## config.mk

```make
export PLATFORM = sky130hd
export DESIGN_NAME = t_counter
export DESIGN_NICKNAME = d
export VERILOG_FILES = /design/src/rtl/t_counter.sv
export SDC_FILE = /design/constraint.sdc
export NUM_CORES = 1
export LEC_CHECK = 0
export BUFFER_PORTS_ARGS = -buffer_cell sky130_fd_sc_hd__buf_2
export CAP_MARGIN = 20
export CORE_AREA = 4 4 41 43
export CTS_BUF_LIST = sky130_fd_sc_hd__clkbuf_8
export CTS_CLUSTER_DIAMETER = 60
export CTS_CLUSTER_SIZE = 14
export DETAILED_ROUTE_END_ITERATION = 8
export DIE_AREA = 0 0 45 47
export PLACE_DENSITY = 0.68
export RECOVER_POWER = 100
export SKIP_CTS_REPAIR_TIMING = 1
export SYNTH_ARGS = -nofsm -noshare
export SYNTH_HDL_FRONTEND = slang
export SYNTH_SLANG_ARGS = --single-unit
```

## constraint.sdc

```tcl
create_clock -name i_clock -period 1.6 [get_ports i_clock]
set_input_delay 0.16 -clock i_clock [delete_from_list [all_inputs] [get_ports i_clock]]
set_output_delay 0.16 -clock i_clock [all_outputs]
set_load 0.005 [all_outputs]
```

## src/rtl/t_counter.sv

```systemverilog
// rtl/t_counter.sv - synchronous up/down counter built as a bank of T stages, exporting its T vector
// Optional feature: define T_COUNTER_SATURATE_EN to hold at the range ends instead of wrapping.
module t_counter #(
  parameter int WIDTH     = 4,
  parameter int MAX_COUNT = (1 << WIDTH) - 1
) (
  input  logic             i_clock,
  input  logic             i_reset_n,
  input  logic             i_en,
  input  logic             i_up_dn,
  input  logic             i_load,
  input  logic [WIDTH-1:0] i_load_val,
  output logic [WIDTH-1:0] o_count,
  output logic [WIDTH-1:0] o_toggle,
  output logic             o_tc
);

  localparam logic [WIDTH-1:0] LP_MAX  = MAX_COUNT[WIDTH-1:0];
  localparam logic [WIDTH-1:0] LP_ZERO = '0;
  localparam logic [WIDTH-1:0] LP_ONE  = {{(WIDTH-1){1'b0}}, 1'b1};

`ifdef T_COUNTER_SATURATE_EN
  localparam logic [WIDTH-1:0] LP_UP_END = LP_MAX;
  localparam logic [WIDTH-1:0] LP_DN_END = LP_ZERO;
`else
  localparam logic [WIDTH-1:0] LP_UP_END = LP_ZERO;
  localparam logic [WIDTH-1:0] LP_DN_END = LP_MAX;
`endif

  logic [WIDTH-1:0] r_count;
  logic [WIDTH-1:0] w_next;
  logic [WIDTH-1:0] w_load_val;
  logic             w_at_max;
  logic             w_at_zero;

  always_comb begin
    w_at_max   = (r_count == LP_MAX);
    w_at_zero  = (r_count == LP_ZERO);
    w_load_val = (i_load_val > LP_MAX) ? LP_MAX : i_load_val;
    w_next     = r_count;
    if (i_load) begin
      w_next = w_load_val;
    end else if (i_en) begin
      if (i_up_dn) begin
        w_next = w_at_max ? LP_UP_END : r_count + LP_ONE;
      end else begin
        w_next = w_at_zero ? LP_DN_END : r_count - LP_ONE;
      end
    end
  end

  always_ff @(posedge i_clock) begin
    if (!i_reset_n) begin
      r_count <= '0;
    end else begin
      r_count <= w_next;
    end
  end

  // The T vector is whatever flips this edge, so wrap/saturate overrides come for free.
  assign o_toggle = i_reset_n ? (w_next ^ r_count) : '0;
  assign o_tc     = i_reset_n & i_en & ~i_load & (i_up_dn ? w_at_max : w_at_zero);
  assign o_count  = r_count;

endmodule

```

### Word-level counts from Yosys, hierarchy flattened

Cells that the tools add are included.
W data, S select, Z words.

| word-level totals | value |
|---|---|
| register bits after elaboration | 4 |
| bits in latches | 0 |
| RAM bits | 0 |
| memory bits (read-only) | 0 |
| input bits | 9 |
| output and inout bits | 9 |
| logic and storage cells | 19 |
| memories kept | 0 |

| operators by class | value |
|---|---|
| $add $sub $neg | 2 |
| multiply operators | 0 |
| divide/modulo/power cells | 0 |
| $lt $le $gt $ge | 1 |
| equal/unequal tests | 1 |
| shift operators | 0 |
| multiplexer cells | 8 |
| bitwise operators | 5 |
| reductions and logical operators | 1 |

Operators with widths:

| cell | number |
|---|---|
| $mux W4 | 7 |
| $add A4 B1 Y4 const B | 1 |
| $eq A4 B4 Y1 const B | 1 |
| $gt A4 B4 Y1 const B | 1 |
| $logic_not A4 Y1 | 1 |
| $sub A4 B1 Y4 const B | 1 |
| $xor A4 B4 Y4 | 1 |
| $and A1 B1 Y1 | 3 |
| $mux W1 | 1 |
| $not A1 Y1 | 1 |

### Logic depth before layout (Yosys ltp)

Gate-level depths: netlist of the first run.

| logic depth | value |
|---|---|
| word-level depth | 7 |
| mapped depth | 7 |
| mapped depth without buffers | 6 |

### Worst setup path after synthesis of the first run

No wires, ideal clock.

| timing path | value |
|---|---|
| path kind | reg-to-output |
| start point | reg r_count[0] (netlist: o_count[0]) |
| end point | out o_toggle[1] |
| data arrival time | 1.528 ns |
| required time | 1.440 ns |
| slack | -0.088 ns |
| stages on the path, launching flop included | 8 |
| path buffers | 1 |
| cell sequence | dfxtp_1 -> clkbuf_2 -> inv_1 -> ha_1 -> xnor2_1 -> mux2i_1 -> o21ai_0 -> mux2i_1 |

| on the way | value |
|---|---|
| cells in the longest elaborated chain, start to end | 7 |
| elaborated cells on any way between the ends | 11 |
| those cells by class | add/sub (2); eq/ne (1); mux (6); bitwise (1); reduce/logical (1) |

Ends and longest elaborated chain:

| element | RTL line | RTL |
|---|---|---|
| from (decl) | 30 | `logic [WIDTH-1:0] r_count;` |
| from (signal assigned) | 56 | `r_count <= w_next;` |
| $sub A4 B1 Y4 (tied with other cells) | 47 | `w_next = w_at_zero ? LP_DN_END : r_count - LP_ONE;` |
| $mux W4, on equally long branches | 47, 45 |  |
| $mux W4 (*) | 44 | `if (i_up_dn) begin` |
| $mux W4 (*) | 43 | `end else if (i_en) begin` |
| $mux W4 (*) | 41 | `if (i_load) begin` |
| $xor A4 B4 Y4 (*) | 61 | `assign o_toggle = i_reset_n ? (w_next ^ r_count) : '0;` |
| $mux W4 (*) | 61 |  |
| to (decl) | 14 | `output logic [WIDTH-1:0] o_toggle,` |

Mark *: on every way between the ends. The rest lies on a longest branch, timed or not.

### Worst setup path after layout of the first run

| timing path | value |
|---|---|
| start point | reg r_count[2] (netlist: o_count[2]) |
| end point | out o_toggle[3] |

The elaborated chain is that of the path after synthesis.

==> impl_summary.md, run 1 <==
GRT
The via count of the first global-routing pass is 472. The number of antenna violations at the first check in global routing is 0. Entering global routing, the biggest net connects 10 pins. In the global route stage, overall resource usage came out at 0.128.

The first global-routing pass estimated 1930 um of wire. The aggregate global routing overflow is 0.

Routing
The number of DRC markers in iteration 0 is 4. The length of the first detailed-routing pass in iterations is 4. In the routed design, unresolved DRC markers number 0.

The detailed router placed 588 vias in this run. The ratio of routed vias to standard cells is 5.50. After detailed routing, the average wire length per cell comes to 15.3 um. The number of nets still failing antenna checks after routing is 0. The routed design has 1640 um of wire.

Hold path
In this run the most critical hold path is launched from i_load_val[2]. The type of the most critical hold path is in -> reg. The number of instances on the worst hold path is 3. The terminating pin of the worst hold path is o_count[2].

Synth
The number of instances in the synthesized netlist is 63. In the post-synthesis netlist, the biggest area contributors are sky130_fd_sc_hd__dfxtp_1, sky130_fd_sc_hd__mux2i_1, sky130_fd_sc_hd__nand2_1. The number of distinct standard cells referenced by the synthesized netlist is 31. The arithmetic-cell share of the synthesized area counting full adders, half adders and majority gates is 0.0545.

The number of synthesized flops with an enable pin is 0. A synthesized cell averages 7.29 um2. In the synthesized netlist the async set-or-reset flop fraction comes to 0.

The fraction of the mapped netlist area in compound gates came to 0.272. The share of the synthesized area in the top cell type is 0.174. The share of the synthesized netlist area taken by xor and xnor gates is 0.0572. The number of nets handed over by synthesis was 74. The warning count from the yosys run is 0.

The synthesized netlist occupies a cell area of 459 um2. Sorting the synthesized cells by how often they occur yields sky130_fd_sc_hd__nand2_1, sky130_fd_sc_hd__nor2_1, sky130_fd_sc_hd__dfxtp_1, sky130_fd_sc_hd__inv_1, sky130_fd_sc_hd__mux2i_1. sky130_fd_sc_hd__dfxtp_1 takes more of the synthesized area than any other cell. In the post-synthesis netlist, the cell with the most instances is sky130_fd_sc_hd__nand2_1. After synthesis the netlist holds a flip-flop and latch count of 4. For this run, the leading register cell type out of synthesis is sky130_fd_sc_hd__dfxtp_1. The proportion of synthesized area in mux cells is 0.0872.

The sequential fraction of the synthesis area is 0.174. The fraction of the mapped netlist area in simple logic gates is 0.275. By area, the combinational part of the netlist is dominated by simple AND/OR/NAND/NOR gates.

Timing
The setup TNS after final layout is -0.817 ns. Measured against its own limit, the worst slew margin works out to 0.718. The slew at the pin with the worst max-slew slack is 0.412 ns. Setup violations remaining at the end of the flow were counted as 4. The time the worst path needs with I/O delays and setup is 1.98 ns.

The maximum clock rate is 505 MHz. Setup repair after global routing could not meet its margin everywhere. The final hold violation count is 0.

The final cycle utilization of the critical path is 1.24. The worst clock skew is 0.00134 ns. The count of final max-slew check failures was 0.

The final worst setup slack is -0.381 ns.

Floorplanning
The floorplan step defined a die boundary enclosing 2120 um2. The die width is 45 um. The number of I/O pins is 18.

The effective utilization at floorplan is 0.353. In this run the standard cell core region covers 1300 um2. The placement row count is 13. The vertical die dimension is 47 um.

Status
The flow ran to the end, but the final reports show violations. The checks that failed: setup timing.

Setup path
The worst-path cell with the longest stage delay is sky130_fd_sc_hd__or3_4. The gate family responsible for the most delay along the worst path is compound AO/OA/AOI/OAI gates. The number of cell instances on the worst register-to-register path is 6.

Of all nets on the critical path, the largest fanout is 2. For the worst setup path, the data required time is 1.44 ns. The arrival time of data at the critical path endpoint is 1.82 ns.

The most critical setup path has its startpoint at o_count[2]. The kind of critical path is reg -> out. The largest single stage delay on the critical path is 0.40 ns. The internal reg-to-reg setup slack is 0.03 ns. Walking the worst path, the cells encountered are or3_4, a221oi_4, mux2i_1, o311ai_1, buf_2. The launch instance of the worst register-to-register path is o_count[1]. Counting buffers and inverters, the worst setup path is 5 cells deep. The type of destination of the critical path is an output port. In this run the critical register-to-register path is captured at o_count[3].

The kind of start point of the critical path is a flop. The total buffers and inverters traversed by the critical path is 1.

Finish
The fraction of layout cells with a size suffix above 1 is 0.533. Leaving out filler cells and counting taps, the final layout contains 107. The repair_antennas step left the layout with diodes totalling 0. Compared with the post-synthesis result, the final layout area differs by 67.6%. The number of flip-flops in the largest register is 4. The layout has 120 filler cells. The final layout net count is 105.

Placement
The final weighted congestion in routability-driven placement is 0.808. The HPWL after detailed placement is 943 um. In this run, placement finished with an instance count of 102. Input and output buffers added on the ports amount to 17.

Power
The share of total power dissipated in the clock network is 0.391. The cell internal power dissipation is 0.000377 W. The leakage power summed over all cells is 0.349 nW. The switching power summed over all nets is 0.000164 W.

The proportion of power drawn by combinational gates is 0.387. The maximum resistive drop on vdd is 0.636 mV. The register share of total power is 0.222. The total power divided by cell area is 703 nW/um2. The switching share of power is 0.303.

CTS
For the worst-skew pair, the clock arrives at the later sink with an insertion delay of 0.22 ns. The CTS tree is done. In this run, CTS created clock tree buffers numbering 3. In this run the number of H-tree levels came out at 1.

Clock-pin slew was measured on the worst setup and hold paths at 0.03 ns. Counting along the longest clock path gives a buffer depth of 2. The CTS sink count is 4.

CTS placed an instance of sky130_fd_sc_hd__clkbuf_8 at the clock tree root.

Job
The max-cap violation count is 0.
[per-layer routing]
metal	part of all wire	up-vias	global-route usage
li1	-	289	-
met4	0.024	0	0.0175
met1	0.39	271	0.145
met2	0.52	24	0.218
met5	0	-	0
met3	0.064	4	0.0690
[area by class of cell]
class / count / area (um2) / area share
Timing Repair Buffer: 30 / 186 / 0.242
Inverter: 4 / 15.0 / 0.0195
Multi-Input combinational cell: 51 / 422 / 0.548
Sequential cell: 4 / 86.3 / 0.112
Clock buffer: 3 / 41.3 / 0.0537
Tap cell: 15 / 18.8 / 0.0244
[logic make-up after synthesis]
| family | Yosys count |
|---|---|
| compound gates | 17 |
| xor+xnor | 3 |
| fa+ha+maj | 2 |
| buf+inv | 8 |
| flops | 4 |
| mux | 4 |
| simple gates | 25 |
[worst max-delay path by stage]
stage / endpoint
floorplan: o_toggle[3]
global placement: o_toggle[3]
detailed placement: o_toggle[3]
CTS: o_toggle[3]
global route: o_toggle[3]
finish: o_toggle[3]
[power by group through the flow]
stage	Combinational [W]	Clock [W]	Sequential (W)
floorplan	0.0000949	0	0.000120
global placement	0.000156	0	0.000119
detailed placement	0.000158	0	0.000119
CTS	0.000159	0.000217	0.000117
global route	0.000226	0.000226	0.000122
finish	0.000209	0.000211	0.000120
[worst register-to-register path, stage by stage (launching register included)]
cell and delay (ns):
sky130_fd_sc_hd__dfxtp_4 0.35, sky130_fd_sc_hd__buf_6 0.13, sky130_fd_sc_hd__ha_4 0.15, sky130_fd_sc_hd__nand4_1 0.12, sky130_fd_sc_hd__nand2_2 0.10, sky130_fd_sc_hd__or3_2 0.50
sky130_fd_sc_hd__a21oi_1 0.15
[cells in the final DEF (no fill, tap or decap), types with 2 or more instances in the layout]
cell type / count
sky130_fd_sc_hd__a211oi_1: 2
sky130_fd_sc_hd__a21oi_1: 3
sky130_fd_sc_hd__and2_1: 3
sky130_fd_sc_hd__buf_2: 17
sky130_fd_sc_hd__buf_4: 12
sky130_fd_sc_hd__clkbuf_8: 3
sky130_fd_sc_hd__dfxtp_2: 2
sky130_fd_sc_hd__ha_4: 2
sky130_fd_sc_hd__inv_1: 3
sky130_fd_sc_hd__mux2i_1: 4
sky130_fd_sc_hd__nand2_1: 6
sky130_fd_sc_hd__nand2b_1: 2
sky130_fd_sc_hd__nor2_1: 5
sky130_fd_sc_hd__xor2_1: 2
[metrics by stage]
stage | area, um2 | setup slack, ns | util | total power, W | hold slack, ns
CTS | 667 | -0.314 | 0.513 | 0.000493 | 0.237
detailed placement | 626 | -0.0737 | 0.481 | 0.000277 | 0.458
global route | 769 | -0.488 | 0.591 | 0.000574 | 0.258
floorplan | 469 | 0.00116 | - | 0.000215 | 0.282
global placement | 626 | -0.0396 | 0.481 | 0.000275 | 0.461
finish | 769 | -0.381 | 0.591 | 0.000541 | 0.245
(Power assumes the default switching activity.)
==> run 2: changes to the inputs <==
--- a/config.mk
+++ b/config.mk
@@ -13,7 +13,7 @@
 export CTS_CLUSTER_SIZE = 14
 export DETAILED_ROUTE_END_ITERATION = 8
 export DIE_AREA = 0 0 45 47
-export PLACE_DENSITY = 0.68
+export PLACE_DENSITY = 0.66
 export RECOVER_POWER = 100
 export SKIP_CTS_REPAIR_TIMING = 1
 export SYNTH_ARGS = -nofsm -noshare
==> constraint.sdc (replaced) <==
create_clock -name i_clock -period 2.6 [get_ports i_clock]
set_input_delay 0.13 -clock i_clock [delete_from_list [all_inputs] [get_ports i_clock]]
set_output_delay 0.13 -clock i_clock [all_outputs]
set_load 0.005 [all_outputs]
==> impl_summary.md, run 2 (synthesis gave the netlist of run 1 again) <==
Floorplanning
The die covers 2120 um2. The die width is 45 um. After floorplanning, the core was sized to cover 1300 um2. Pin placement for this block handled 18 I/O pins.

For this configuration, the core starts out at a cell density of 0.353. The die is 47 um tall. The initialized floorplan defines 13 standard-cell rows.

Timing
The setup TNS after final layout is 0 ns. The headroom to the max-slew limit is 0.741. The slew at the pin with the worst max-slew slack is 0.389 ns. Between clock sinks in the finished design, the worst skew comes to 0.000722 ns. On the final layout, the worst hold slack is 0.203 ns. Static timing analysis puts the maximum clock frequency at 479 MHz. The count of final max-slew check failures was 0. The count of endpoints failing setup in the final report is 0. The time the worst path needs with I/O delays and setup is 2.09 ns. The final hold violation count came to 0.

Across all setup checks in the final design, the least slack found is 0.510 ns. The final cycle utilization of the critical path is 0.804. Setup repair after global routing left no endpoint under its margin.

CTS
CTS built an H-tree with a depth of 1. The longest clock path from root to sink contains 2 buffers. TritonCTS built the clock tree. Clock-pin slew was measured on the worst setup and hold paths at 0.03 ns. For the worst-skew pair, the clock arrives at the later sink with an insertion delay of 0.22 ns. The total clock buffers created by CTS is 3.

The CTS sink count is 4. The clock root buffer master is sky130_fd_sc_hd__clkbuf_8.

Setup path
The kind of critical path is reg -> out. The largest driver fanout on the critical path is 10. STA classifies the critical path endpoint as an output port. The internal reg-to-reg setup slack is 0.96 ns.

The kind of start point of the critical path is a flop. For the worst setup path, the data required time is 2.47 ns. At the worst endpoint, the arrival time is 1.96 ns.

Finish
The area of the multi-input gates is 337 um2. Fill cells in the final layout number 150. The flip-flop and latch area is 80.1 um2. The antenna cell count is 0. Measured on the finished design, the core utilization comes to 0.437. In the final layout, the share of cells above drive strength 1 is 0.177. In the layout the commonest cells are sky130_fd_sc_hd__buf_2, sky130_fd_sc_hd__nand2_1, sky130_fd_sc_hd__clkbuf_1, sky130_fd_sc_hd__nor2_1. The register with the most flip-flops in the layout has 4 of them. The synthesis-to-layout area growth is 23.7%. The library cell used most frequently in the layout, excluding fill and tap cells, is sky130_fd_sc_hd__buf_2.

The final layout net count is 92.

Power
The worst-case IR drop observed on VDD is 0.445 mV. Summed over all cells, the static leakage comes to 0.246 nW. Power spread over the standard cell area amounts to 489 nW/um2.

GRT
The combined global-route utilization of all metal layers is 0.122. After global routing the overflow that remains totals 0. The number of antenna violations at the first check in global routing came to 0. The first global-routing pass estimated 1830 um of wire. The via count of the first global-routing pass is 445. Entering global routing, the biggest net connects 12 pins.

Placement
The worst slack at placement is 0.811 ns. Routability-driven placement finished with a final weighted congestion of 0.832. The estimated wirelength of the detail-placed design is 855 um. Input and output buffers added on the ports amount to 17.

Routing
The final routed wire length divided by cell count is 11.1 um. The length of the first detailed-routing pass in iterations is 4. In this run the remaining antenna-violating nets after routing total 0. The routed design has 1040 um of wire. The post-route DRC violation count is 0. The ratio of routed vias to standard cells is 5.09.

The detailed router finished its first iteration with 5 violations. The detailed router placed 478 vias in this run.

Job
The max-cap violation count is 0.

Hold path
The type of the most critical hold path is in -> reg.

Status
The run finished with clean final reports.
## run 2: changes by cell type in the layout (fill, tap and decap cells not counted), moves of 2 or more
cell,delta
sky130_fd_sc_hd__buf_4,-12
sky130_fd_sc_hd__clkbuf_1,+7
sky130_fd_sc_hd__ha_1,+2
sky130_fd_sc_hd__dfxtp_1,+3
sky130_fd_sc_hd__buf_2,-8
sky130_fd_sc_hd__o21ai_0,+2
sky130_fd_sc_hd__dfxtp_2,-2
sky130_fd_sc_hd__ha_4,-2
## run 2: metrics by stage
step           instances  cell area (um2)  power (W)
5_1_grt               94              568   0.000300
3_5_place_dp          91              542   0.000154
4_1_cts               94              583   0.000286
3_3_place_gp          91              542   0.000153
6_report              94              568   0.000278
2_1_floorplan         63              459   0.000130
## run 2: worst max-delay path, stage by stage (launching register included)
cell and delay [ns]:
sky130_fd_sc_hd__dfxtp_1 0.47, sky130_fd_sc_hd__inv_1 0.08, sky130_fd_sc_hd__ha_1 0.21, sky130_fd_sc_hd__o21bai_1 0.15, sky130_fd_sc_hd__a221oi_1 0.37, sky130_fd_sc_hd__mux2i_1 0.23, sky130_fd_sc_hd__o311ai_1 0.11, sky130_fd_sc_hd__clkbuf_1 0.12
## run 2: power breakdown
part | internal, W | total (W) | switching, W
Clock | 0.0000985 | 0.000129 | 0.0000304
Sequential | 0.0000669 | 0.0000775 | 0.0000106
Combinational | 0.0000345 | 0.0000713 | 0.0000368
## run 2: area by class of cell
cell class	count	area share
Tap cell	15	0.0330
Timing Repair Buffer	17	0.134
Sequential cell	4	0.141
Inverter	4	0.0264
Multi-Input combinational cell	51	0.593
Clock buffer	3	0.0727
## run 2: worst paths after layout
kind              start           to  depth (start not counted)
min reg2reg  o_count[2]   o_count[2]                          2
max          o_count[0]  o_toggle[3]                          7
min           i_reset_n   o_count[1]                          2
max reg2reg  o_count[0]   o_count[3]                          6
## run 2: routing by layer
metal / GRT usage / share of wire
met1: 0.141 / 0.46
met2: 0.189 / 0.45
met3: 0.0728 / 0.088
met4: 0.0351 / 0
met5: 0 / 0
